File: config.mk
export PLATFORM = sky130hd
export DESIGN_NAME = segment_scan_decoder
export DESIGN_NICKNAME = d
export VERILOG_FILES = /design/src/rtl/segment_scan_decoder.sv
export SDC_FILE = /design/constraint.sdc
export NUM_CORES = 1
export LEC_CHECK = 0
export BUFFER_PORTS_ARGS = -buffer_cell sky130_fd_sc_hd__buf_2
export CAP_MARGIN = 40
export CORE_UTILIZATION = 35
export CTS_CLUSTER_DIAMETER = 40
export DETAILED_ROUTE_END_ITERATION = 8
export GPL_TIMING_DRIVEN = 0
export SYNTH_ARGS = -nofsm -noshare
export SYNTH_HDL_FRONTEND = slang
export SYNTH_SLANG_ARGS = --single-unit
File: constraint.sdc
create_clock -name clk -period 2.7 [get_ports clk]
set_input_delay 0.405 -clock clk [delete_from_list [all_inputs] [get_ports clk]]
set_output_delay 0.405 -clock clk [all_outputs]
set_load 0.03 [all_outputs]
File: src/rtl/segment_scan_decoder.sv
// ---------------------------------------------------------------------------
// segment_scan_decoder
//   Readback checker for a multiplexed 2-digit seven-segment display drive.
//   Samples the active-low anode enables and segment lines and debounces each
//   scan slot. It decodes the stable segment pattern back to a BCD digit, and
//   once both slots have been captured it publishes tens, units and the binary
//   value, together with a one-cycle frame_valid pulse.
//
// Ports
//   clk            in   1  single clock, rising edge
//   reset          in   1  asynchronous active-low reset
//   illuminate     in   8  anode enables, active-low; [0]=units, [1]=tens
//   seven_segment  in   8  segments, active-low; [7]=dp (ignored), [6:0]={g..a}
//   units          out  4  last accepted units digit (BCD)
//   tens           out  4  last accepted tens digit (BCD)
//   value          out  7  tens*10+units, binary
//   frame_valid    out  1  one-cycle pulse when units/tens/value update
//   seg_err        out  1  one-cycle pulse: stable non-digit pattern on a digit slot
//   anode_err      out  1  one-cycle pulse: stable illuminate with more than one bit low
// ---------------------------------------------------------------------------
module segment_scan_decoder #(
    parameter int STABLE_CYCLES = 4
) (
    input  logic       clk,
    input  logic       reset,
    input  logic [7:0] illuminate,
    input  logic [7:0] seven_segment,
    output logic [3:0] units,
    output logic [3:0] tens,
    output logic [6:0] value,
    output logic       frame_valid,
    output logic       seg_err,
    output logic       anode_err
);

    localparam int CW = $clog2(STABLE_CYCLES + 1);
    localparam logic [CW-1:0] C_STABLE = CW'(STABLE_CYCLES);
    localparam logic [CW-1:0] C_ONE    = CW'(1);

    // Active-low segment pattern to {valid, digit}.
    function automatic logic [4:0] seg_decode(input logic [6:0] seg);
        logic [4:0] res;
        case (seg)
            7'h40:   res = {1'b1, 4'd0};
            7'h79:   res = {1'b1, 4'd1};
            7'h24:   res = {1'b1, 4'd2};
            7'h30:   res = {1'b1, 4'd3};
            7'h19:   res = {1'b1, 4'd4};
            7'h12:   res = {1'b1, 4'd5};
            7'h02:   res = {1'b1, 4'd6};
            7'h78:   res = {1'b1, 4'd7};
            7'h00:   res = {1'b1, 4'd8};
            7'h10:   res = {1'b1, 4'd9};
            default: res = {1'b0, 4'd0};
        endcase
        return res;
    endfunction

    // Two BCD digits to binary; at most 99, so 7 bits always suffice.
    function automatic logic [6:0] bcd_to_bin(input logic [3:0] t, input logic [3:0] u);
        return ({3'b000, t} * 7'd10) + {3'b000, u};
    endfunction

    logic [14:0]   r_sample;
    logic [CW-1:0] r_count;
    logic          r_fire;
    logic [3:0]    r_pend_u;
    logic [3:0]    r_pend_t;
    logic          r_flag_u;
    logic          r_flag_t;

    logic [14:0]   w_sample_in;
    logic [CW-1:0] w_count_nxt;
    logic          w_fire_nxt;
    logic [7:0]    w_illum;
    logic [7:0]    w_low;
    logic [4:0]    w_dec;
    logic          w_units_slot;
    logic          w_tens_slot;
    logic          w_cap_u;
    logic          w_cap_t;
    logic          w_seg_bad;
    logic          w_anode_bad;
    logic          w_frame;

    // Run-length counter next state and one-shot accept detection.
    always_comb begin
        w_sample_in = {illuminate, seven_segment[6:0]};
        if (w_sample_in == r_sample) begin
            if (r_count == C_STABLE) begin
                w_count_nxt = r_count;
            end else begin
                w_count_nxt = r_count + C_ONE;
            end
        end else begin
            w_count_nxt = C_ONE;
        end
        // Fires only on the transition into saturation, so a long run accepts once.
        w_fire_nxt = (w_count_nxt == C_STABLE) && (r_count != C_STABLE);
    end

    // Classification of the accepted sample (r_sample still holds it while r_fire is high).
    always_comb begin
        w_illum      = r_sample[14:7];
        w_low        = ~w_illum;
        w_dec        = seg_decode(r_sample[6:0]);
        w_units_slot = r_fire && (w_illum == 8'hFE);
        w_tens_slot  = r_fire && (w_illum == 8'hFD);
        w_cap_u      = w_units_slot && w_dec[4];
        w_cap_t      = w_tens_slot && w_dec[4];
        w_seg_bad    = (w_units_slot || w_tens_slot) && !w_dec[4];
        // x & (x-1) clears the lowest set bit; non-zero means two or more anodes low.
        w_anode_bad  = r_fire && ((w_low & (w_low - 8'd1)) != 8'd0);
        w_frame      = r_flag_u && r_flag_t;
    end

    // Input sampling and run counter.
    always_ff @(posedge clk or negedge reset) begin
        if (!reset) begin
            r_sample <= 15'd0;
            r_count  <= '0;
            r_fire   <= 1'b0;
        end else begin
            r_sample <= w_sample_in;
            r_count  <= w_count_nxt;
            r_fire   <= w_fire_nxt;
        end
    end

    // Pending digits and captured flags; a capture coinciding with a frame seeds the next frame.
    always_ff @(posedge clk or negedge reset) begin
        if (!reset) begin
            r_pend_u <= 4'd0;
            r_pend_t <= 4'd0;
            r_flag_u <= 1'b0;
            r_flag_t <= 1'b0;
        end else begin
            if (w_cap_u) begin
                r_pend_u <= w_dec[3:0];
            end else begin
                r_pend_u <= r_pend_u;
            end
            if (w_cap_t) begin
                r_pend_t <= w_dec[3:0];
            end else begin
                r_pend_t <= r_pend_t;
            end
            if (w_frame) begin
                r_flag_u <= w_cap_u;
                r_flag_t <= w_cap_t;
            end else begin
                r_flag_u <= r_flag_u | w_cap_u;
                r_flag_t <= r_flag_t | w_cap_t;
            end
        end
    end

    // Registered outputs: frame publication and error pulses.
    always_ff @(posedge clk or negedge reset) begin
        if (!reset) begin
            units       <= 4'd0;
            tens        <= 4'd0;
            value       <= 7'd0;
            frame_valid <= 1'b0;
            seg_err     <= 1'b0;
            anode_err   <= 1'b0;
        end else begin
            if (w_frame) begin
                units       <= r_pend_u;
                tens        <= r_pend_t;
                value       <= bcd_to_bin(r_pend_t, r_pend_u);
                frame_valid <= 1'b1;
            end else begin
                frame_valid <= 1'b0;
            end
            seg_err   <= w_seg_bad;
            anode_err <= w_anode_bad;
        end
    end

endmodule
==> reports/results.txt, run 1 <==
CTS H-Tree Depth -> 2
Global Route Usage Sum -> 0.135
global routing met3 resource utilization -> 0.0363
clock latency reported for the late side of the worst-skew pair -> 0.31 ns
Max Buffers Root-to-Sink -> 2
count of pins on the block boundary -> 36
pin count of the biggest net entering global routing -> 27
worst voltage drop across the vdd grid -> 278 µV
hold buffer count at CTS -> 0
Final min period -> 2.19 ns
netlist area before placement -> 2250 µm²
FF-to-FF setup slack -> 0.51 ns
ratio of cells with drive above 1 in the final layout -> 0.291
number of distinct library cells after synthesis -> 46
core area -> 6060 µm²
average size of a mapped cell -> 12.5 µm²
count of pins over their slew limit -> 0
layer carrying the most global-route usage -> met2
Tightest Pin Transition -> 0.517 ns
DRT Wirelength -> 3.80 mm
number of enable flip-flop cells after synthesis -> 0
layout net count -> 250
final setup vio count -> 0
FF-to-FF Start -> r_sample[3]
crit end category -> register
Pint -> 1.01 mW
Pre-antenna DRT Iters -> 4
via count -> 1,470
post-CTS repair timing setup buffer count -> 0
class of the worst hold path -> input port to asynchronous set/reset pin
met1 demand-to-capacity share in global routing -> 0.162
cell types with the largest area share after synthesis -> dfrtp_1 51%, xnor2_1 6.2%, mux2_2 4.5%, ha_1 4.5%, mux2_1 3.5%
clock tree from TritonCTS -> done
fraction of the yosys area taken by sequential cells -> 0.512
CTS sink count -> 46
clk slew on worst S/H paths -> 0.09 ns
area growth from synthesis to layout -> 17.7%
Overall Power -> 1.31 mW
total power density per cell area -> 496 nW/µm²
number of input and output port buffers inserted -> 34
antenna violation net count after detailed routing -> 0
Critical Setup Path Class -> register to register
net switching power figure -> 0.299 mW
Final Hold Viols -> 0
Remaining Overflow, GRT -> 0
final weighted congestion in routability-driven placement -> 0.822
proportion of register bits with asynchronous set or reset after synthesis -> 1.00
via count of the first global-routing pass -> 1,448
leading cell types in the layout, fill and taps excluded -> 46 x dfrtp_1, 34 x buf_2, 16 x xnor2_1
commonest non-fill, non-tap cell in the layout -> dfrtp_1
setup repair after global routing missed its margin -> no
clock skew -> 0.00774 ns
Ant. Diodes -> 0
die width -> 82.2 µm
number of buffer and inverter instances along the worst setup path -> 1
Clock Power Share -> 0.394
Worst slew margin -> 0.650
Switching Share -> 0.228
Logic pwr share -> 0.063
Mapped Nets -> 208
row count -> 28
Wirelength per Cell -> 12.8 µm
Residual DRC -> 0
sum of negative setup slack -> 0 ns
critical-path cell with the highest stage delay -> or4_4
global-route wire length before repair -> 6.62 mm
CP Data Required Time -> 2.89 ns
post-synthesis instance total -> 180
peak clock frequency supported by timing -> 0.457 GHz
arrival time reported for the critical path endpoint -> 2.38 ns
Tcrit/Tclk final -> 0.811
critical path peak fanout -> 10
largest stage delay on the critical path -> 0.53 ns
Iteration-0 DRC Markers -> 45
max-cap violation count -> 0
area share of the largest cell type after synthesis -> 0.512
Post-synth top flop -> dfrtp_1
number of antenna violations at the first check in global routing -> 0
kind of cell with the highest combined delay on the critical path -> simple AND/OR/NAND/NOR gates
CTS Root Cell -> clkbuf_8
Num CTS Buffers -> 5
critical register-to-register path endpoint -> r_pend_t[3]
element type at the critical path start -> register
register bit total from synthesis -> 46
number of vias per cell after detailed routing -> 4.93
Die Y-Extent -> 82.2 µm
die outline area -> 6750 µm²
DP Wirelength -> 2.89 mm
register share of total power -> 0.543
Initial Util -> 0.371
number of gates resized after cts -> 0
total leakage power -> 1.30 nW
met2 capacity usage during global routing -> 0.220
cell chain of the critical path -> buf_4 > or4_4 > a211o_1 > nand3_1 > o21ai_4 > mux2_1
run status -> completed
worst r2r path cells -> 6
number of warnings printed during yosys synthesis -> 0
cell taking the most area after synthesis -> dfrtp_1
[power groups by stage]
stage	registers [mW]	clock network, mW	logic, mW
2_1_floorplan	0.724	0	0.0451
3_5_place_dp	0.727	0	0.0857
4_1_cts	0.713	0.541	0.0861
5_1_grt	0.716	0.563	0.0943
3_3_place_gp	0.726	0	0.0808
6_report	0.713	0.517	0.0831
[kinds of logic (layout without fill, tap and decap cells)]
| logic type | count (synthesis) | in the layout | synth area share |
|---|---|---|---|
| simple gates | 48 | 48 | 0.136 |
| flops | 46 | 46 | 0.512 |
| compound gates | 25 | 25 | 0.0890 |
| xor+xnor | 22 | 22 | 0.0857 |
| mux | 17 | 17 | 0.0846 |
| fa+ha+maj | 11 | 11 | 0.0668 |
| buf+inv | 11 | 54 | 0.0256 |
[registers in the layout, indices dropped and copies added, names as in the netlist, 3 cells and up]
signal and count:
value 6, r_sample 15, r_count 3, units 4, tens 4, r_pend_t 4
r_pend_u 4
[routing by layer]
layer	wire length, µm	vias to the layer above
met5	0	-
li1	-	723
met4	85	0
met1	1710	706
met3	173	8
met2	1830	33
[per-stage QoR]
stage | std cells | setup WS, ns | cell area, µm² | util | hold WS, ns
floorplan | 180 | 0.630 | 2250 | - | 0.109
global placement | 289 | 0.524 | 2510 | 0.415 | 0.448
detailed placement | 290 | 0.515 | 2530 | 0.418 | 0.414
CTS | 298 | 0.502 | 2650 | 0.437 | 0.0695
global route | 298 | 0.406 | 2650 | 0.437 | 0.0863
finish | 298 | 0.511 | 2650 | 0.437 | 0.0498
[cell usage after synthesis, drive strengths merged, types with 3 or more instances]
master and number:
a21oi 4, o21ai 10, ha 8, xor2 6, clkbuf 3, nand3 3
nand2 14, nor4b 3, nand4 3, buf 3, mux2 16, nor3b 3
xnor2 16, inv 5, nor2 3, dfrtp 46
[area by class of cell]
type	count	area, µm²
Timing Repair Buffer	35	190
Multi-Input combinational cell	123	1040
Tap cell	75	93.8
Buffer	6	38.8
Clock inverter	3	45.0
Sequential cell	46	1150
Clock buffer	5	68.8
Fill cell	596	3410
Inverter	5	18.8
[worst max-delay path by stage]
stage,start,end,slack (ns),cells past startpoint
floorplan,r_sample[5],r_pend_u[0],0.63,6
global placement,r_sample[3],r_pend_u[0],0.52,6
detailed placement,r_sample[3],r_pend_t[0],0.52,6
CTS,r_sample[3],r_pend_t[3],0.50,6
global route,r_sample[3],r_pend_u[0],0.41,6
finish,r_sample[3],r_pend_t[3],0.51,6
(Power assumes the default switching activity.)
==> run 2, diff against run 1 <==
==> constraint.sdc (replaced) <==
create_clock -name clk -period 2.1 [get_ports clk]
set_input_delay 0.315 -clock clk [delete_from_list [all_inputs] [get_ports clk]]
set_output_delay 0.315 -clock clk [all_outputs]
set_load 0.03 [all_outputs]
==> run 2 against run 1 <==
Compared with the run above:
- the run now ends with setup timing left
- sequential share of layout area fell by 1.0 points
- via count rose by 1.5%
- worst hold slack improved by 0.086 ns
- critical path depth fell by 1
- setup slack got worse by 0.52 ns
- fmax rose by 4.0%
- power rose by 29%
- wire length rose by 2.6%
- non-clock buffer count rose by 5
- clock skew barely moved
- die area did not move
==> reports/results.txt, run 2 (synthesis results as in run 1) <==
count of cells along the worst hold path -> 1
run status -> finished, violations left
global-route wire length before repair -> 6.71 mm (+1.3%)
Overall Power -> 1.70 mW (+29%)
number of vias per cell after detailed routing -> 4.92 (-0.18%)
Remaining Overflow, GRT -> 0 (unchanged)
Tcrit/Tclk final -> 1.00 (+0.192)
failing checks -> setup timing
class of the worst hold path -> input port to register
Pre-antenna DRT Iters -> 4 (unchanged)
die width -> 82.2 µm (unchanged)
CP Data Required Time -> 2.30 ns (-0.59 ns)
pin count of the biggest net entering global routing -> 27 (unchanged)
CTS sink count -> 46 (unchanged)
Max Buffers Root-to-Sink -> 2 (unchanged)
Tightest Pin Transition -> 0.507 ns (-0.0103 ns)
Regs by FF count -> r_sample (15), value (6)
DRT Wirelength -> 3.90 mm (+2.6%)
critical-path cell with the highest stage delay -> or4b_4
via count -> 1,492 (+1.5%)
Worst slew margin -> 0.657 (+0.00698)
count of pins over their slew limit -> 0 (unchanged)
clock skew -> 0.00727 ns (-0.000468 ns)
element type at the critical path start -> register
number of antenna violations at the first check in global routing -> 0 (unchanged)
setup repair after global routing missed its margin -> yes
largest stage delay on the critical path -> 0.50 ns (-0.03 ns)
FF-to-FF setup slack -> -0.006 ns (-0.52 ns)
max-cap violation count -> 0 (unchanged)
Wirelength per Cell -> 12.9 µm (+0.94%)
peak clock frequency supported by timing -> 0.475 GHz (+4.0%)
CTS H-Tree Depth -> 2 (unchanged)
Die Y-Extent -> 82.2 µm (unchanged)
via count of the first global-routing pass -> 1,478 (+2.1%)
FF-to-FF Start -> r_sample[6]
critical path peak fanout -> 8 (-2)
clock tree from TritonCTS -> done
Iteration-0 DRC Markers -> 60 (+33%)
register name with the most flops -> r_sample
area growth from synthesis to layout -> 20.8%
worst r2r path cells -> 5 (-1)
smallest setup slack after layout -> -0.00561 ns (-0.516 ns)
crit end category -> register
hold slack final -> 0.136 ns (+0.0863 ns)
final weighted congestion in routability-driven placement -> 0.822 (unchanged)
cell chain of the critical path -> or4b_4 > or4_4 > o311ai_4 > o21ai_4 > mux2_1
clk slew on worst S/H paths -> 0.09 ns (about the same)
core area -> 6060 µm² (unchanged)
total power density per cell area -> 625 nW/µm² (+26%)
commonest non-fill, non-tap cell in the layout -> dfrtp_1
leading cell types in the layout, fill and taps excluded -> 44 x dfrtp_1, 34 x buf_2, 16 x xnor2_1
count of pins on the block boundary -> 36 (unchanged)
arrival time reported for the critical path endpoint -> 2.31 ns (-0.07 ns)
Ant. Diodes -> 0 (unchanged)
die outline area -> 6750 µm² (unchanged)
final setup vio count -> 3 (+3)
clock latency reported for the late side of the worst-skew pair -> 0.31 ns (about the same)
total leakage power -> 1.34 nW (+3.0%)
DP Wirelength -> 2.89 mm (unchanged)
antenna violation net count after detailed routing -> 0 (unchanged)
row count -> 28 (unchanged)
critical register-to-register path endpoint -> r_pend_t[0]
Residual DRC -> 0 (unchanged)
Global Route Usage Sum -> 0.137 (+0.00165)
Initial Util -> 0.371 (unchanged)
Final min period -> 2.11 ns (-0.0837 ns)
Final Hold Viols -> 0 (unchanged)
Critical Setup Path Class -> register to register
number of input and output port buffers inserted -> 34 (unchanged)
Num CTS Buffers -> 5 (unchanged)
ratio of cells with drive above 1 in the final layout -> 0.338 (+0.0462)
min-delay src -> seven_segment[0]
Worst Hold End -> r_sample[0]
CTS Root Cell -> clkbuf_8
worst voltage drop across the vdd grid -> 363 µV (+31%)
number of flip-flops under the largest register name -> 15 (unchanged)
layout net count -> 255 (+2.0%)
[run 2: cell count changes in the layout (fill, tap and decap cells not counted), moves of 2 or more]
cell,change
buf_4,+5
mux2_1,-4
mux2_4,+4
dfrtp_2,+2
dfrtp_1,-2
[run 2: final cells by class]
cell class              instances  area [µm²]
clock buffers                   5        68.8
fillers                       587        3340
clock inverters                 3        45.0
flip-flops and latches         46        1150
repair buffers                 42         245
inverters                       5        18.8
plain buffers                   4        26.3
well taps                      75        93.8
multi-input cells             123        1060
[run 2: how the worst max path moves through the flow]
stage | startpoint | endpoint | slack (ns)
6_report | r_sample[6] | r_pend_t[0] | -0.006
5_1_grt | r_sample[3] | r_pend_t[3] | -0.05
4_1_cts | r_sample[5] | r_pend_t[3] | -0.02
3_5_place_dp | r_sample[3] | r_pend_t[0] | -0.08
3_3_place_gp | r_sample[3] | r_pend_u[0] | -0.08
2_1_floorplan | r_sample[5] | r_pend_u[0] | 0.03
[run 2: timing repair]
action	in CTS	in global routing
gates resized for setup	4	5
setup endpoints to repair	6	8
gates cloned	0	0
pin swaps	1	1
hold buffers	1	0
setup buffers	4	2
endpoints found under the hold margin	20	0
[run 2: metal layers]
metal | vias up | part of all wire | GRT usage | wire length (µm)
li1 | 734 | - | - | -
met1 | 717 | 0.45 | 0.166 | 1770
met2 | 33 | 0.48 | 0.218 | 1870
met3 | 8 | 0.045 | 0.0363 | 174
met4 | 0 | 0.022 | 0.0789 | 84
met5 | - | 0 | 0 | 0
[run 2: worst max-delay path, delay by kind of cell (launching register included)]
family	cells	cell delay [ns]
AOI/OAI and AO/OA	2	0.28
DFF	1	0.47
muxes	1	0.32
and+or+nand+nor	2	0.94
[run 2: through the flow]
stage | TNS, ns | instance area (µm²) | instances | utilization | worst slack [ns]
after floorplan | 0 | 2250 | 180 | - | 0.0297
after global placement | -0.443 | 2510 | 289 | 0.415 | -0.0759
after detailed placement | -0.489 | 2530 | 290 | 0.418 | -0.0849
after CTS | -0.0820 | 2700 | 302 | 0.445 | -0.0235
after global routing | -0.247 | 2720 | 303 | 0.448 | -0.0504
final | -0.00814 | 2720 | 303 | 0.448 | -0.00561
[run 2: power by group]
| group | switching (mW) | internal, mW |
|---|---|---|
| clock network | 0.314 | 0.354 |
| logic | 0.0569 | 0.0552 |
| registers | 0.0189 | 0.900 |
| total | 0.389 | 1.31 |
==> run 3, diff against run 2 <==
--- a/config.mk
+++ b/config.mk
@@ -7,10 +7,13 @@
 export LEC_CHECK = 0
 export BUFFER_PORTS_ARGS = -buffer_cell sky130_fd_sc_hd__buf_2
 export CAP_MARGIN = 40
-export CORE_UTILIZATION = 35
+export CORE_MARGIN = 3
+export CORE_UTILIZATION = 58
+export CTS_BUF_LIST = sky130_fd_sc_hd__clkbuf_8
 export CTS_CLUSTER_DIAMETER = 40
 export DETAILED_ROUTE_END_ITERATION = 8
 export GPL_TIMING_DRIVEN = 0
+export PLACE_DENSITY = 0.82
 export SYNTH_ARGS = -nofsm -noshare
 export SYNTH_HDL_FRONTEND = slang
 export SYNTH_SLANG_ARGS = --single-unit
==> run 3 against run 2 <==
Compared with the run above:
- the flow still finishes with violations (setup timing)
- critical path depth did not move
- final cell count is 8.3% lower
- sequential share of layout area is the same
- critical path type unchanged
- non-clock buffer count grew 4
- wire length up 18%
- power hardly changed
- global-route usage up 8.6 points
- utilization up 32 points
==> reports/results.txt, run 3 (synthesis results as in run 1) <==
failing checks -> setup timing
number of vias per cell after detailed routing -> 5.73 (+16%)
DP Wirelength -> 3.17 mm (+9.7%)
number of input and output port buffers inserted -> 34 (unchanged)
number of flip-flops under the largest register name -> 15 (unchanged)
clock skew -> 0.0112 ns (+0.00389 ns)
total leakage power -> 1.38 nW (+2.7%)
crit end category -> register
setup repair after global routing missed its margin -> yes
Worst Hold End -> r_sample[10]
ratio of cells with drive above 1 in the final layout -> 0.362 (+0.0243)
via count -> 1,592 (+6.7%)
Tcrit/Tclk final -> 1.02 (+0.0152)
FF-to-FF Start -> r_sample[2]
Placed Cells -> 261 (-10%)
smallest setup slack after layout -> -0.0376 ns (-0.0320 ns)
critical register-to-register path endpoint -> r_pend_u[3]
Wirelength per Cell -> 16.6 µm (+29%)
CTS Root Cell -> clkbuf_8
antenna violation net count after detailed routing -> 0 (unchanged)
count of pins over their slew limit -> 0 (unchanged)
cell area after placement -> 2500 µm² (-1.4%)
Remaining Overflow, GRT -> 0 (unchanged)
layout net count -> 259 (+1.6%)
peak clock frequency supported by timing -> 0.468 GHz (-1.5%)
critical path peak fanout -> 4 (-4)
core area -> 3520 µm² (-42%)
Initial Util -> 0.639 (+0.268)
Tightest Pin Transition -> 0.447 ns (-0.0596 ns)
CTS sink count -> 46 (unchanged)
total power density per cell area -> 625 nW/µm² (about the same)
global-route wire length before repair -> 7.52 mm (+12%)
hold slack final -> 0.140 ns (+0.00349 ns)
Residual DRC -> 0 (unchanged)
run status -> finished, violations left
Global Route Usage Sum -> 0.223 (+0.0862)
Overall Power -> 1.70 mW (about the same)
class of the worst hold path -> input port to register
final setup vio count -> 6 (+3)
CP Data Required Time -> 2.29 ns (about the same)
filler cell count in the final layout -> 216 (-63%)
worst voltage drop across the vdd grid -> 471 µV (+29%)
worst r2r path cells -> 5 (unchanged)
Worst slew margin -> 0.700 (+0.0422)
Final Hold Viols -> 0 (unchanged)
Iteration-0 DRC Markers -> 87 (+45%)
via count of the first global-routing pass -> 1,701 (+15%)
die width -> 68.3 µm (-17%)
count of pins on the block boundary -> 36 (unchanged)
clock tree from TritonCTS -> done
number of antenna violations at the first check in global routing -> 0 (unchanged)
Num CTS Buffers -> 5 (unchanged)
DRT Wirelength -> 4.62 mm (+18%)
Final min period -> 2.14 ns (+0.0320 ns)
min-delay src -> illuminate[3]
Die Y-Extent -> 68.3 µm (-17%)
Regs by FF count -> r_sample (15), value (6)
arrival time reported for the critical path endpoint -> 2.33 ns (+0.02 ns)
CTS H-Tree Depth -> 2 (unchanged)
Post-Layout Inst Area -> 2720 µm² (unchanged)
leading cell types in the layout, fill and taps excluded -> 44 x dfrtp_1, 34 x buf_2, 16 x xnor2_1
final weighted congestion in routability-driven placement -> 0.845 (+2.9%)
element type at the critical path start -> register
FF-to-FF setup slack -> -0.04 ns (-0.03 ns)
clock latency reported for the late side of the worst-skew pair -> 0.31 ns (about the same)
Pre-antenna DRT Iters -> 4 (unchanged)
count of cells along the worst hold path -> 1 (unchanged)
max-cap violation count -> 0 (unchanged)
row count -> 21 (-25%)
Ant. Diodes -> 0 (unchanged)
die outline area -> 4660 µm² (-31%)
area growth from synthesis to layout -> 20.8% (unchanged)
Max Buffers Root-to-Sink -> 2 (unchanged)
Critical Setup Path Class -> register to register
pin count of the biggest net entering global routing -> 37 (+37%)
register name with the most flops -> r_sample
Critical path origin -> r_sample[2]
fin cells -> 278 (-8.3%)
commonest non-fill, non-tap cell in the layout -> dfrtp_1
clk slew on worst S/H paths -> 0.08 ns (about the same)
-- run 3: per-layer routing --
layer / vias up / global-route usage / share of wire
li1: 739 / - / -
met4: 0 / 0.124 / 0.034
met3: 17 / 0.0525 / 0.049
met5: - / 0 / 0
met2: 59 / 0.412 / 0.55
met1: 777 / 0.228 / 0.37
-- run 3: report_power, final --
| part | switching [mW] | internal, mW | leakage (nW) |
|---|---|---|---|
| registers | 0.0198 | 0.900 | 0.600 |
| clock network | 0.304 | 0.357 | 0.0585 |
| logic | 0.0615 | 0.0555 | 0.717 |
-- run 3: how the worst max path moves through the flow --
| stage | end | slack, ns | cells after the start |
|---|---|---|---|
| 2_1_floorplan | r_pend_u[0] | 0.03 | 6 |
| 3_3_place_gp | r_pend_u[0] | -0.03 | 6 |
| 3_5_place_dp | r_pend_u[3] | -0.08 | 6 |
| 4_1_cts | r_pend_t[2] | -0.03 | 6 |
| 5_1_grt | r_pend_u[3] | -0.06 | 5 |
| 6_report | r_pend_u[3] | -0.04 | 5 |
-- run 3: through the flow --
stage | util | TNS [ns] | setup slack [ns]
floorplan | - | 0 | 0.0297
global placement | 0.703 | -0.167 | -0.0337
detailed placement | 0.709 | -0.395 | -0.0813
CTS | 0.758 | -0.136 | -0.0311
global route | 0.772 | -0.278 | -0.0560
finish | 0.772 | -0.175 | -0.0376
-- run 3: area by class of cell --
| cell class | instances | area, µm² | share of cell area |
|---|---|---|---|
| Tap cell | 46 | 57.6 | 0.0212 |
| Inverter | 5 | 18.8 | 0.00691 |
| Clock buffer | 5 | 68.8 | 0.0253 |
| Multi-Input combinational cell | 123 | 1080 | 0.396 |
| Sequential cell | 46 | 1150 | 0.425 |
| Timing Repair Buffer | 46 | 275 | 0.101 |
| Buffer | 4 | 22.5 | 0.00829 |
| Clock inverter | 3 | 43.8 | 0.0161 |
-- run 3: critical path, cell delays in order, from the launching register on --
cell	delay (ns)
dfrtp_1	0.42
or4b_4	0.56
or4_4	0.46
o311ai_4	0.15
o21ai_4	0.13
mux2_4	0.32
-- run 3: what timing repair did --
item,CTS,global route
hold buffers,1,0
endpoints found under the hold margin,10,0
pin swaps,2,3
gates cloned,0,0
setup endpoints to repair,6,7
setup buffers,5,5
resized for setup,4,7
